===== config.mk =====
export PLATFORM = sky130hd
export DESIGN_NAME = hart_state_ctrl_flat
export DESIGN_NICKNAME = d
export VERILOG_FILES = /design/src/rtl/hart_state_ctrl_pkg.sv /design/src/rtl/hart_state_ctrl_if.sv /design/src/rtl/hart_state_ctrl_prim_elect.sv /design/src/rtl/hart_state_ctrl.sv /design/src/flat_wrapper.sv
export SDC_FILE = /design/constraint.sdc
export NUM_CORES = 1
export LEC_CHECK = 0
export ABC_CLOCK_PERIOD_IN_PS = 3400
export BUFFER_PORTS_ARGS = -buffer_cell sky130_fd_sc_hd__clkbuf_2
export CAP_MARGIN = 20
export CORE_MARGIN = 3
export CORE_UTILIZATION = 52
export CTS_BUF_LIST = sky130_fd_sc_hd__clkbuf_16
export CTS_CLUSTER_DIAMETER = 200
export DETAILED_ROUTE_END_ITERATION = 8
export PLACE_DENSITY = 0.75
export SYNTH_ARGS = -nofsm -noshare
export SYNTH_HDL_FRONTEND = slang
export SYNTH_SLANG_ARGS = --single-unit

===== constraint.sdc =====
create_clock -name clk -period 3.4 [get_ports clk]
set_input_delay 0.68 -clock clk [delete_from_list [all_inputs] [get_ports clk]]
set_output_delay 0.68 -clock clk [all_outputs]
set_load 0.1 [all_outputs]

===== src/rtl/hart_state_ctrl_pkg.sv =====
// Hart state table unit: shared types, widths and helpers.
// Imported by the interface, the election logic and the top.
package hart_state_ctrl_pkg;

  localparam int HART_NUM     = 4;
  localparam int HART_ID_B    = 2;
  localparam int HART_STATE_B = HART_NUM;
  localparam int HART_ST_W    = 2;

  typedef enum logic [HART_ST_W-1:0] {
    HART_ST_IDLE    = 2'd0,
    HART_ST_ACTIVE  = 2'd1,
    HART_ST_WAIT_IC = 2'd2,
    HART_ST_WAIT_DC = 2'd3
  } hart_st_e;

  typedef struct packed {
    logic                 valid;
    logic [HART_ID_B-1:0] hid;
  } miss_own_t;

  function automatic logic [2:0] popcnt4(
    input logic [HART_STATE_B-1:0] v
  );
    return {2'b0, v[0]} + {2'b0, v[1]}
         + {2'b0, v[2]} + {2'b0, v[3]};
  endfunction

endpackage


===== src/rtl/hart_state_ctrl_if.sv =====
// ID-stage / cache event inputs and hart state outputs of the hstu.
// master = event sources and consumers, slave = hstu.
interface hart_state_ctrl_if;
  import hart_state_ctrl_pkg::*;

  logic                    id_hstart;
  logic                    id_hkill;
  logic [HART_ID_B-1:0]    id_set_hid;
  logic                    i_cache_miss;
  logic [HART_ID_B-1:0]    i_miss_hid;
  logic                    i_cache_fin;
  logic                    d_cache_miss;
  logic [HART_ID_B-1:0]    d_miss_hid;
  logic                    d_cache_fin;
  logic [HART_STATE_B-1:0] prim_hstate;
  logic [HART_STATE_B-1:0] acti_hstate;
  logic [HART_STATE_B-1:0] idle_hstate;
  logic                    hstart_err;
  logic                    hkill_err;

  modport master (
    output id_hstart, id_hkill, id_set_hid,
    output i_cache_miss, i_miss_hid, i_cache_fin,
    output d_cache_miss, d_miss_hid, d_cache_fin,
    input  prim_hstate, acti_hstate, idle_hstate,
    input  hstart_err, hkill_err
  );

  modport slave (
    input  id_hstart, id_hkill, id_set_hid,
    input  i_cache_miss, i_miss_hid, i_cache_fin,
    input  d_cache_miss, d_miss_hid, d_cache_fin,
    output prim_hstate, acti_hstate, idle_hstate,
    output hstart_err, hkill_err
  );

endinterface


===== src/rtl/hart_state_ctrl_prim_elect.sv =====
// Primary hart election on the next-state table.
// Keeps a non-idle primary, else cyclic search from prim_hid+1.
module prim_hart_elect
  import hart_state_ctrl_pkg::*;
(
  input  logic [HART_ID_B-1:0]    prim_hid,
  input  logic [HART_STATE_B-1:0] acti_nxt,
  input  logic [HART_STATE_B-1:0] nidle_nxt,
  output logic [HART_STATE_B-1:0] prim_nxt
);

  logic [HART_ID_B-1:0] idx;
  logic [HART_ID_B-1:0] a_hid;
  logic [HART_ID_B-1:0] n_hid;
  logic                 a_fnd;
  logic                 n_fnd;

  // Walk far-to-near so the nearest hit is the last write.
  always_comb begin
    a_fnd = 1'b0;
    n_fnd = 1'b0;
    a_hid = prim_hid;
    n_hid = prim_hid;
    idx   = prim_hid;
    for (int i = HART_NUM - 1; i >= 1; i--) begin
      idx = prim_hid + HART_ID_B'(i);
      if (acti_nxt[idx]) begin
        a_fnd = 1'b1;
        a_hid = idx;
      end
      if (nidle_nxt[idx]) begin
        n_fnd = 1'b1;
        n_hid = idx;
      end
    end
  end

  always_comb begin
    prim_nxt = '0;
    if (nidle_nxt[prim_hid])
      prim_nxt[prim_hid] = 1'b1;
    else if (a_fnd)
      prim_nxt[a_hid] = 1'b1;
    else if (n_fnd)
      prim_nxt[n_hid] = 1'b1;
    else
      prim_nxt[prim_hid] = 1'b1;
  end

endmodule


===== src/rtl/hart_state_ctrl.sv =====
// Hart state table unit: per-hart lifecycle, cache-miss suspend,
// start/kill handling and primary hart tracking.
module hart_state_ctrl
  import hart_state_ctrl_pkg::*;
#(
  parameter logic [HART_ID_B-1:0] PRIM_RST_HID = 2'd0
) (
  input logic              clk,
  input logic              rst,
  hart_state_ctrl_if.slave hs
);

  hart_st_e  st_q [HART_NUM];
  hart_st_e  st_d [HART_NUM];
  miss_own_t i_own_q, i_own_d;
  miss_own_t d_own_q, d_own_d;

  logic [HART_STATE_B-1:0] acti_cur;
  logic [HART_STATE_B-1:0] nidle_cur;
  logic [HART_STATE_B-1:0] acti_d;
  logic [HART_STATE_B-1:0] nidle_d;
  logic [HART_STATE_B-1:0] prim_d;
  logic [HART_ID_B-1:0]    prim_hid;
  logic [2:0]              acti_cnt;
  logic [2:0]              nidle_cnt;
  logic                    i_ok;
  logic                    d_ok;
  logic                    hstart_err_d;
  logic                    hkill_err_d;

  always_comb begin
    for (int h = 0; h < HART_NUM; h++) begin
      acti_cur[h]  = (st_q[h] == HART_ST_ACTIVE);
      nidle_cur[h] = (st_q[h] != HART_ST_IDLE);
      acti_d[h]    = (st_d[h] == HART_ST_ACTIVE);
      nidle_d[h]   = (st_d[h] != HART_ST_IDLE);
    end
  end

  assign acti_cnt  = popcnt4(acti_cur);
  assign nidle_cnt = popcnt4(nidle_cur);

  always_comb begin
    prim_hid = '0;
    unique case (1'b1)
      hs.prim_hstate[1]: prim_hid = 2'd1;
      hs.prim_hstate[2]: prim_hid = 2'd2;
      hs.prim_hstate[3]: prim_hid = 2'd3;
      default:           prim_hid = 2'd0;
    endcase
  end

  // A sole running hart stalls on a miss rather than suspending.
  assign i_ok = hs.i_cache_miss
             && (!i_own_q.valid || hs.i_cache_fin)
             && (acti_cnt >= 3'd2)
             && (st_q[hs.i_miss_hid] == HART_ST_ACTIVE);

  assign d_ok = hs.d_cache_miss
             && (!d_own_q.valid || hs.d_cache_fin)
             && (acti_cnt >= 3'd2)
             && (st_q[hs.d_miss_hid] == HART_ST_ACTIVE);

  always_comb begin
    for (int h = 0; h < HART_NUM; h++)
      st_d[h] = st_q[h];
    i_own_d      = i_own_q;
    d_own_d      = d_own_q;
    hstart_err_d = 1'b0;
    hkill_err_d  = 1'b0;

    if (hs.i_cache_fin && i_own_q.valid) begin
      if (st_q[i_own_q.hid] == HART_ST_WAIT_IC)
        st_d[i_own_q.hid] = HART_ST_ACTIVE;
      i_own_d.valid = 1'b0;
    end
    if (hs.d_cache_fin && d_own_q.valid) begin
      if (st_q[d_own_q.hid] == HART_ST_WAIT_DC)
        st_d[d_own_q.hid] = HART_ST_ACTIVE;
      d_own_d.valid = 1'b0;
    end

    if (i_ok) begin
      st_d[hs.i_miss_hid] = HART_ST_WAIT_IC;
      i_own_d = '{valid: 1'b1, hid: hs.i_miss_hid};
    end
    // Applied after I so WAIT_DC wins on a shared hid.
    if (d_ok) begin
      st_d[hs.d_miss_hid] = HART_ST_WAIT_DC;
      d_own_d = '{valid: 1'b1, hid: hs.d_miss_hid};
    end

    if (hs.id_hkill) begin
      if (st_q[hs.id_set_hid] == HART_ST_IDLE
          || nidle_cnt <= 3'd1)
        hkill_err_d = 1'b1;
      else
        st_d[hs.id_set_hid] = HART_ST_IDLE;
    end else if (hs.id_hstart) begin
      if (st_q[hs.id_set_hid] == HART_ST_IDLE)
        st_d[hs.id_set_hid] = HART_ST_ACTIVE;
      else
        hstart_err_d = 1'b1;
    end
  end

  prim_hart_elect u_elect (
    .prim_hid  (prim_hid),
    .acti_nxt  (acti_d),
    .nidle_nxt (nidle_d),
    .prim_nxt  (prim_d)
  );

  always_ff @(posedge clk or posedge rst) begin
    if (rst) begin
      for (int h = 0; h < HART_NUM; h++)
        st_q[h] <= (HART_ID_B'(h) == PRIM_RST_HID)
                 ? HART_ST_ACTIVE : HART_ST_IDLE;
      i_own_q        <= '0;
      d_own_q        <= '0;
      hs.prim_hstate <= HART_STATE_B'(1) << PRIM_RST_HID;
      hs.acti_hstate <= HART_STATE_B'(1) << PRIM_RST_HID;
      hs.idle_hstate <= ~(HART_STATE_B'(1) << PRIM_RST_HID);
      hs.hstart_err  <= 1'b0;
      hs.hkill_err   <= 1'b0;
    end else begin
      for (int h = 0; h < HART_NUM; h++)
        st_q[h] <= st_d[h];
      i_own_q        <= i_own_d;
      d_own_q        <= d_own_d;
      hs.prim_hstate <= prim_d;
      hs.acti_hstate <= acti_d;
      hs.idle_hstate <= ~nidle_d;
      hs.hstart_err  <= hstart_err_d;
      hs.hkill_err   <= hkill_err_d;
    end
  end

endmodule


===== src/flat_wrapper.sv =====
// flat-port wrapper written by rule: the top's interface ports become plain ports
module hart_state_ctrl_flat import hart_state_ctrl_pkg::*;
#(
  parameter logic [HART_ID_B-1:0] PRIM_RST_HID = 2'd0
)
  (clk, rst, hs_id_hstart, hs_id_hkill, hs_id_set_hid, hs_i_cache_miss, hs_i_miss_hid, hs_i_cache_fin, hs_d_cache_miss, hs_d_miss_hid, hs_d_cache_fin, hs_prim_hstate, hs_acti_hstate, hs_idle_hstate, hs_hstart_err, hs_hkill_err);
  hart_state_ctrl_if hs_i ();
  input logic clk;
  input logic rst;
  input wire logic [$bits(hs_i.id_hstart)-1:0] hs_id_hstart;
  input wire logic [$bits(hs_i.id_hkill)-1:0] hs_id_hkill;
  input wire logic [$bits(hs_i.id_set_hid)-1:0] hs_id_set_hid;
  input wire logic [$bits(hs_i.i_cache_miss)-1:0] hs_i_cache_miss;
  input wire logic [$bits(hs_i.i_miss_hid)-1:0] hs_i_miss_hid;
  input wire logic [$bits(hs_i.i_cache_fin)-1:0] hs_i_cache_fin;
  input wire logic [$bits(hs_i.d_cache_miss)-1:0] hs_d_cache_miss;
  input wire logic [$bits(hs_i.d_miss_hid)-1:0] hs_d_miss_hid;
  input wire logic [$bits(hs_i.d_cache_fin)-1:0] hs_d_cache_fin;
  output wire logic [$bits(hs_i.prim_hstate)-1:0] hs_prim_hstate;
  output wire logic [$bits(hs_i.acti_hstate)-1:0] hs_acti_hstate;
  output wire logic [$bits(hs_i.idle_hstate)-1:0] hs_idle_hstate;
  output wire logic [$bits(hs_i.hstart_err)-1:0] hs_hstart_err;
  output wire logic [$bits(hs_i.hkill_err)-1:0] hs_hkill_err;
  assign hs_i.id_hstart = hs_id_hstart;
  assign hs_i.id_hkill = hs_id_hkill;
  assign hs_i.id_set_hid = hs_id_set_hid;
  assign hs_i.i_cache_miss = hs_i_cache_miss;
  assign hs_i.i_miss_hid = hs_i_miss_hid;
  assign hs_i.i_cache_fin = hs_i_cache_fin;
  assign hs_i.d_cache_miss = hs_d_cache_miss;
  assign hs_i.d_miss_hid = hs_d_miss_hid;
  assign hs_i.d_cache_fin = hs_d_cache_fin;
  assign hs_prim_hstate = hs_i.prim_hstate;
  assign hs_acti_hstate = hs_i.acti_hstate;
  assign hs_idle_hstate = hs_i.idle_hstate;
  assign hs_hstart_err = hs_i.hstart_err;
  assign hs_hkill_err = hs_i.hkill_err;
  hart_state_ctrl #(.PRIM_RST_HID(PRIM_RST_HID)) u_core (.clk(clk), .rst(rst), .hs(hs_i));
endmodule

; Word-level counts from Yosys, hierarchy flattened
; Index checks and enable logic that the tools add are counted.
[classes]
add_sub_neg = 9
magnitude_cmp = 21
eq_ne = 12
mux = 80
n_bitwise = 21
reduce_logical = 32
[ops]
columns = cell, count
row1 = 8-bit two-way mux, 10
row2 = 2-bit two-way mux, 21
row3 = 1-bit two-way mux, 23
row4 = 2-bit binary-select mux with 2-bit select, 5
row5 = 2-bit demux with 2-bit select, 5
row6 = 2-bit by 1-bit == test with 1-bit output (second input constant), 10
row7 = 4-bit NOT, 5
row8 = 2-bit nonzero test, 10
row9 = 2-bit by 3-bit less-than comparator with 1-bit output (second input constant), 6
row10 = 4-bit AND, 4
row11 = 1-bit logical AND, 16
row12 = 4-bit OR, 4
row13 = 3-bit >= comparator (second input constant), 5
row14 = 3-bit by 1-bit less-than comparator with 1-bit output (second input constant), 5
row15 = 2-bit NOT with 3-bit output, 5
row16 = 1-bit binary-select mux with 2-bit select, 7
row17 = 3-bit by 1-bit adder with 3-bit output, 4
row18 = 4-bit two-way mux, 3
row19 = 8-bit AND, 1
row20 = 8-bit NOT, 1
row21 = 8-bit OR, 1
row22 = 1-bit demux with 2-bit select, 3
row23 = 2-bit by 1-bit >= comparator with 1-bit output (second input constant), 3
row24 = 3-bit two-way mux, 2
row25 = 10 further kinds, 16
[word_totals]
ff_bits = 28
inputBits = 14
output_inout_bits = 14
word_cells = 188

; Logic depth before layout (Yosys ltp)
[depth]
word_depth = 33
depth_mapped = 13
mapped_depth_nobuf = 13

; Modules after synthesis
; From an unflattened synthesis, not the netlist that was laid out.
[unflattened]
hier_cells = 248
area_unflattened_um2 = 2296.0
[by_module_without_submodules]
columns = mod, n_inst, cells_per_inst, area_each_um2, seq_area_each_um2
row1 = hart_state_ctrl, 1, 152, 1561.5, 708.2
row2 = prim_hart_elect, 1, 96, 734.5, 0.0

; Worst setup path before layout
; Ideal clock, no wire load.
[synth_timing]
path_type = reg-to-reg
from = register u_core.st_q[6] in the netlist's numbering
to = register u_core.hs.prim_hstate[1]
setup_time_ps = 126
arrival_ps = 3530
required_ps = 3274
slack_ps = -256
stages_incl_launch_ff = 13
path_buffers = 0
synth_period_minus_slack_ps = 3656
cell_sequence = dfstp_2 -> nor2b_1 -> ha_1 -> ha_1 -> nand3b_1 -> a2111o_1 -> o211a_1 -> o22a_4 -> o311a_1 -> a21o_1 -> o221ai_4 -> mux2_1 -> a221o_1
[synth_via]
elab_chain_cells = 30
elab_cells_between_ends = 101
classes_between = add/sub: 6 / order compare: 6 / eq/ne: 9 / mux: 58 / bitwise: 9 / reduce/logical: 13
[synth_rtl]
columns = item, line
row1 = start: declaration, hart_state_ctrl.sv:13  ; hart_st_e st_q [HART_NUM];
row2 = start signal: indexed assignment, hart_state_ctrl.sv:117  ; st_q[h] <= (HART_ID_B'(h) == PRIM_RST_HID)
row3 = start signal: indexed assignment, hart_state_ctrl.sv:128  ; st_q[h] <= st_d[h];
row4 = branches (longest 16 deep; another with 3-bit by 1-bit adder with 3-bit output), -
row5 = 8-bit two-way mux (*), hart_state_ctrl.sv:93  ; if (hs.id_hkill) begin
row6 = 2-bit nonzero test, hart_state_ctrl.sv:36  ; nidle_d[h] = (st_d[h] != HART_ST_IDLE);
row7 = 1-bit binary-select mux with 2-bit select, hart_state_ctrl_prim_elect.sv:31  ; if (nidle_nxt[idx]) begin
row8 = 1-bit two-way mux (implied by the code), hart_state_ctrl_prim_elect.sv:31
row9 = 2-bit two-way mux (3 in a row), hart_state_ctrl_prim_elect.sv:31
row10 = 2-bit by 3-bit less-than comparator with 1-bit output (implied by the code) or 2-bit by 1-bit >= comparator with 1-bit output (tied branches), hart_state_ctrl_prim_elect.sv:45  ; prim_nxt[n_hid] = 1'b1;
row11 = 1-bit logical AND (implied by the code), hart_state_ctrl_prim_elect.sv:45
row12 = 1-bit two-way mux (implied by the code), hart_state_ctrl_prim_elect.sv:45
row13 = 1-bit demux with 2-bit select, hart_state_ctrl_prim_elect.sv:45
row14 = 4-bit two-way mux, hart_state_ctrl_prim_elect.sv:44  ; else if (n_fnd)
row15 = 4-bit two-way mux, hart_state_ctrl_prim_elect.sv:42  ; else if (a_fnd)
row16 = 4-bit two-way mux (*), hart_state_ctrl_prim_elect.sv:40  ; if (nidle_nxt[prim_hid])
row17 = via u_core.prim_d[1], hart_state_ctrl.sv:22  ; logic [HART_STATE_B-1:0] prim_d;
row18 = end signal: assignment, hart_state_ctrl.sv:121  ; hs.prim_hstate <= HART_STATE_B'(1) << PRIM_RST_HID;
row19 = end signal: assignment, hart_state_ctrl.sv:131  ; hs.prim_hstate <= prim_d;
row20 = end: declaration, hart_state_ctrl_if.sv:33  ; output prim_hstate, acti_hstate, idle_hstate,
; Mark *: on every way through the listed nets, which the timed path passes. The select of a mux whose other input is x is not followed.
; A chain may end at the register's enable or synchronous reset.

; Worst setup path in the final report
; Same ends and word-level chain as after synthesis.

==> out/summary.txt <==
Startpoint Class: register
port buffer count: 27
crit end category: register
CTS tree: built
Max Clock Skew: 0.0113 ns
IO Pins: 28
R2R Setup Slk: -0.11 ns
# H-tree levels: 1
Clock transition at path regs: 0.07 ns
DRT Wirelength: 6760 µm
Post-DP HPWL: 5050 µm
starting density of the core: 54.5%
core box area: 0.00441 mm²
Setup Crit Path Kind: reg2reg
failing checks: negative setup slack
num rows: 24
fmax: 285 MHz
Via density: 6.30
worst r2r src: u_core.st_q[6]
vias in the first global route: 2227
Seq cells post-synth: 28
Final Cell Area: 0.00313 mm²
initial antenna violation count: 0
clk sinks: 28
drt wl/cell: 17.0 µm
Hold Crit Class: in2async
DRT antenna net count: 0
R2R depth: 12
Die Area: 0.00548 mm²
Required @ worst endpoint: 3.54 ns
drc violations: 0
clk buf depth: 2
Hold Vio Cnt, Final: 0
TritonCTS buffer count: 3
total gr overflow: 0
outcome: finished, violations left
root buffer cell: clkbuf_16
slew margin rel.: 61.8%
placed cell area: 0.00290 mm²
1st-iter DRT viols: 178
worst-skew pair later-pin latency: 0.27 ns
RSZ-0062 raised after global routing: true
final-report setup violation count: 4
largest net degree at the start of global routing: 29
fin crit period: 3.51 ns
Hold Buf Count CTS: 0
Synth Flop Type: dfrtp_1
Distinct cells, synth: 68
# nets final: 369
n_diodes: 0
Mapped Cells: 272
height of the chip: 74.0 µm
Cell Area, Synth: 0.00241 mm²
synth warn: 0
layout cells sized above 1: 36.5%
first-pass GRT wire length: 10700 µm
syn_nets: 295
mean post-synth cell area: 8.85 µm²
RR Endpoint: u_core.hs.prim_hstate[1]
Vias: 2500
Tcrit/Tclk final: 103%
CP arrival: 3.66 ns
placed insts: 383
CP Max Fanout: 4
Final Max Slew Viols: 0
fin worst setup slack: -0.115 ns
area grow syn2layout: 30.1%
GRT Overall Usage: 25.1%
First-pass DRT Iterations: 5
setup TNS: -0.372 ns
Seq/Total Area, Yosys: 29.4%
Die Wd: 74.0 µm
Max-Cap Viols: 0
ys async rst share: 100%
Worst Max-Slew Pin Slew: 0.568 ns
EDFF count, synth: 0
final std cells w/o fill: 397
RePlAce Congestion: 0.869
repair_timing:
action,in CTS,in global routing
buffers inserted,3,6
endpoints found under the setup margin,4,4
pin swaps,6,15
resized for setup,6,9
registers in the layout, summed over array words and instances, names as in the netlist:
signal	flops
u_core.st_q	8
u_core.hs.prim_hstate	4
u_core.hs.hstart_err	1
u_core.hs.acti_hstate	4
u_core.hs.idle_hstate	4
u_core.d_own_q	3
u_core.hs.hkill_err	1
u_core.i_own_q	3
placed cells by master, fill, tap and decap left out, drive strengths merged, types with 7 or more instances in the layout:
| cell type | netlist | layout |
|---|---|---|
| mux2 | 8 | 8 |
| inv | 15 | 16 |
| ha | 9 | 9 |
| dfrtp | 22 | 22 |
| nand3b | 7 | 7 |
| nand2b | 11 | 11 |
| nor2b | 7 | 7 |
| a21oi | 14 | 14 |
| nand3 | 7 | 7 |
| buf | 4 | 49 |
| nand2 | 31 | 31 |
| o21ai | 14 | 14 |
| nor2 | 18 | 18 |
| clkbuf | 3 | 30 |
metrics by stage:
step           hold slack, ns  utilization [%]  setup WS (ns)
2_1_floorplan           0.494                -        -0.0818
6_report                0.426             70.9         -0.115
3_3_place_gp            0.515             65.8        -0.0980
5_1_grt                 0.465             70.9         -0.247
4_1_cts                 0.540             68.6         -0.108
3_5_place_dp            0.524             65.8         -0.170
cells in the mapped netlist, types with 3 or more instances:
library cell,n,share of area [%]
o21ai_0,13,2.7
dfrtp_1,22,23
buf_2,3,0.62
mux4_2,3,2.8
nand3_1,7,1.5
nor2_1,18,2.8
nand2_1,31,4.8
nor4bb_1,3,1.2
inv_1,15,2.3
a221o_1,3,1.2
o211ai_1,5,1.6
a31oi_1,4,1.0
nand4_1,3,0.78
a21oi_1,13,2.7
nor3_1,4,0.83
dfstp_2,6,6.5
nor2b_1,7,1.8
mux2_2,6,2.8
nand2b_1,11,2.9
or2_2,4,1.0
o2111ai_1,4,1.5
ha_1,9,4.7
a21o_1,6,1.9
a211oi_1,3,0.94
o221ai_1,3,1.1
nand3b_1,7,2.2
clkbuf_1,3,0.47
o22ai_1,4,1.0
worst max path at each step:
stage / depth (start not counted) / start / slack [ns] / to
after floorplan: 12 / u_core.st_q[6] / -0.08 / u_core.hs.prim_hstate[1]
after global placement: 12 / u_core.st_q[6] / -0.1 / u_core.hs.prim_hstate[1]
after detailed placement: 12 / u_core.st_q[6] / -0.17 / u_core.hs.prim_hstate[1]
after CTS: 12 / u_core.st_q[6] / -0.11 / u_core.hs.prim_hstate[1]
after global routing: 14 / u_core.st_q[6] / -0.25 / u_core.hs.prim_hstate[2]
final: 12 / u_core.st_q[6] / -0.11 / u_core.hs.prim_hstate[1]
logic make-up after synthesis:
| logic type | Yosys count | share of synthesized area [%] |
|---|---|---|
| buf+inv | 23 | 3.90 |
| mux | 13 | 7.38 |
| compound gates | 86 | 28.6 |
| simple gates | 113 | 26.0 |
| flops | 28 | 29.4 |
| fa+ha+maj | 9 | 4.68 |
cell type report:
| type | instances | area (µm²) |
|---|---|---|
| timing repair buffer | 76 | 531 |
| fill | 330 | 1280 |
| sequential | 28 | 708 |
| tap | 52 | 65.1 |
| clock inverter | 1 | 3.75 |
| multi-input combinational | 221 | 1690 |
| inverter | 16 | 60.1 |
| clock buffer | 3 | 75.1 |
per-layer routing:
metal | GRT usage, % | vias up | part of all wire [%]
met1 | 36.6 | 1190 | 46
met2 | 39.3 | 112 | 45
li1 | - | 1180 | -
met5 | 0 | - | 0
met4 | 7.04 | 0 | 2.2
met3 | 2.84 | 18 | 6.2
worst max-delay path, cell delays in order (launching register included):
cell and delay [ns]:
dfstp_2 0.53, nor2b_4 0.17, ha_4 0.22, ha_4 0.26, nand3b_1 0.12, a2111o_1 0.43, o211a_1 0.14, o22a_4 0.24
o311a_1 0.30, a21o_1 0.19, o221ai_4 0.17, mux2_4 0.33, a221o_1 0.31
Power is not shown: default switching activity piles up to over one toggle a cycle in this logic, so the estimate is an artifact.
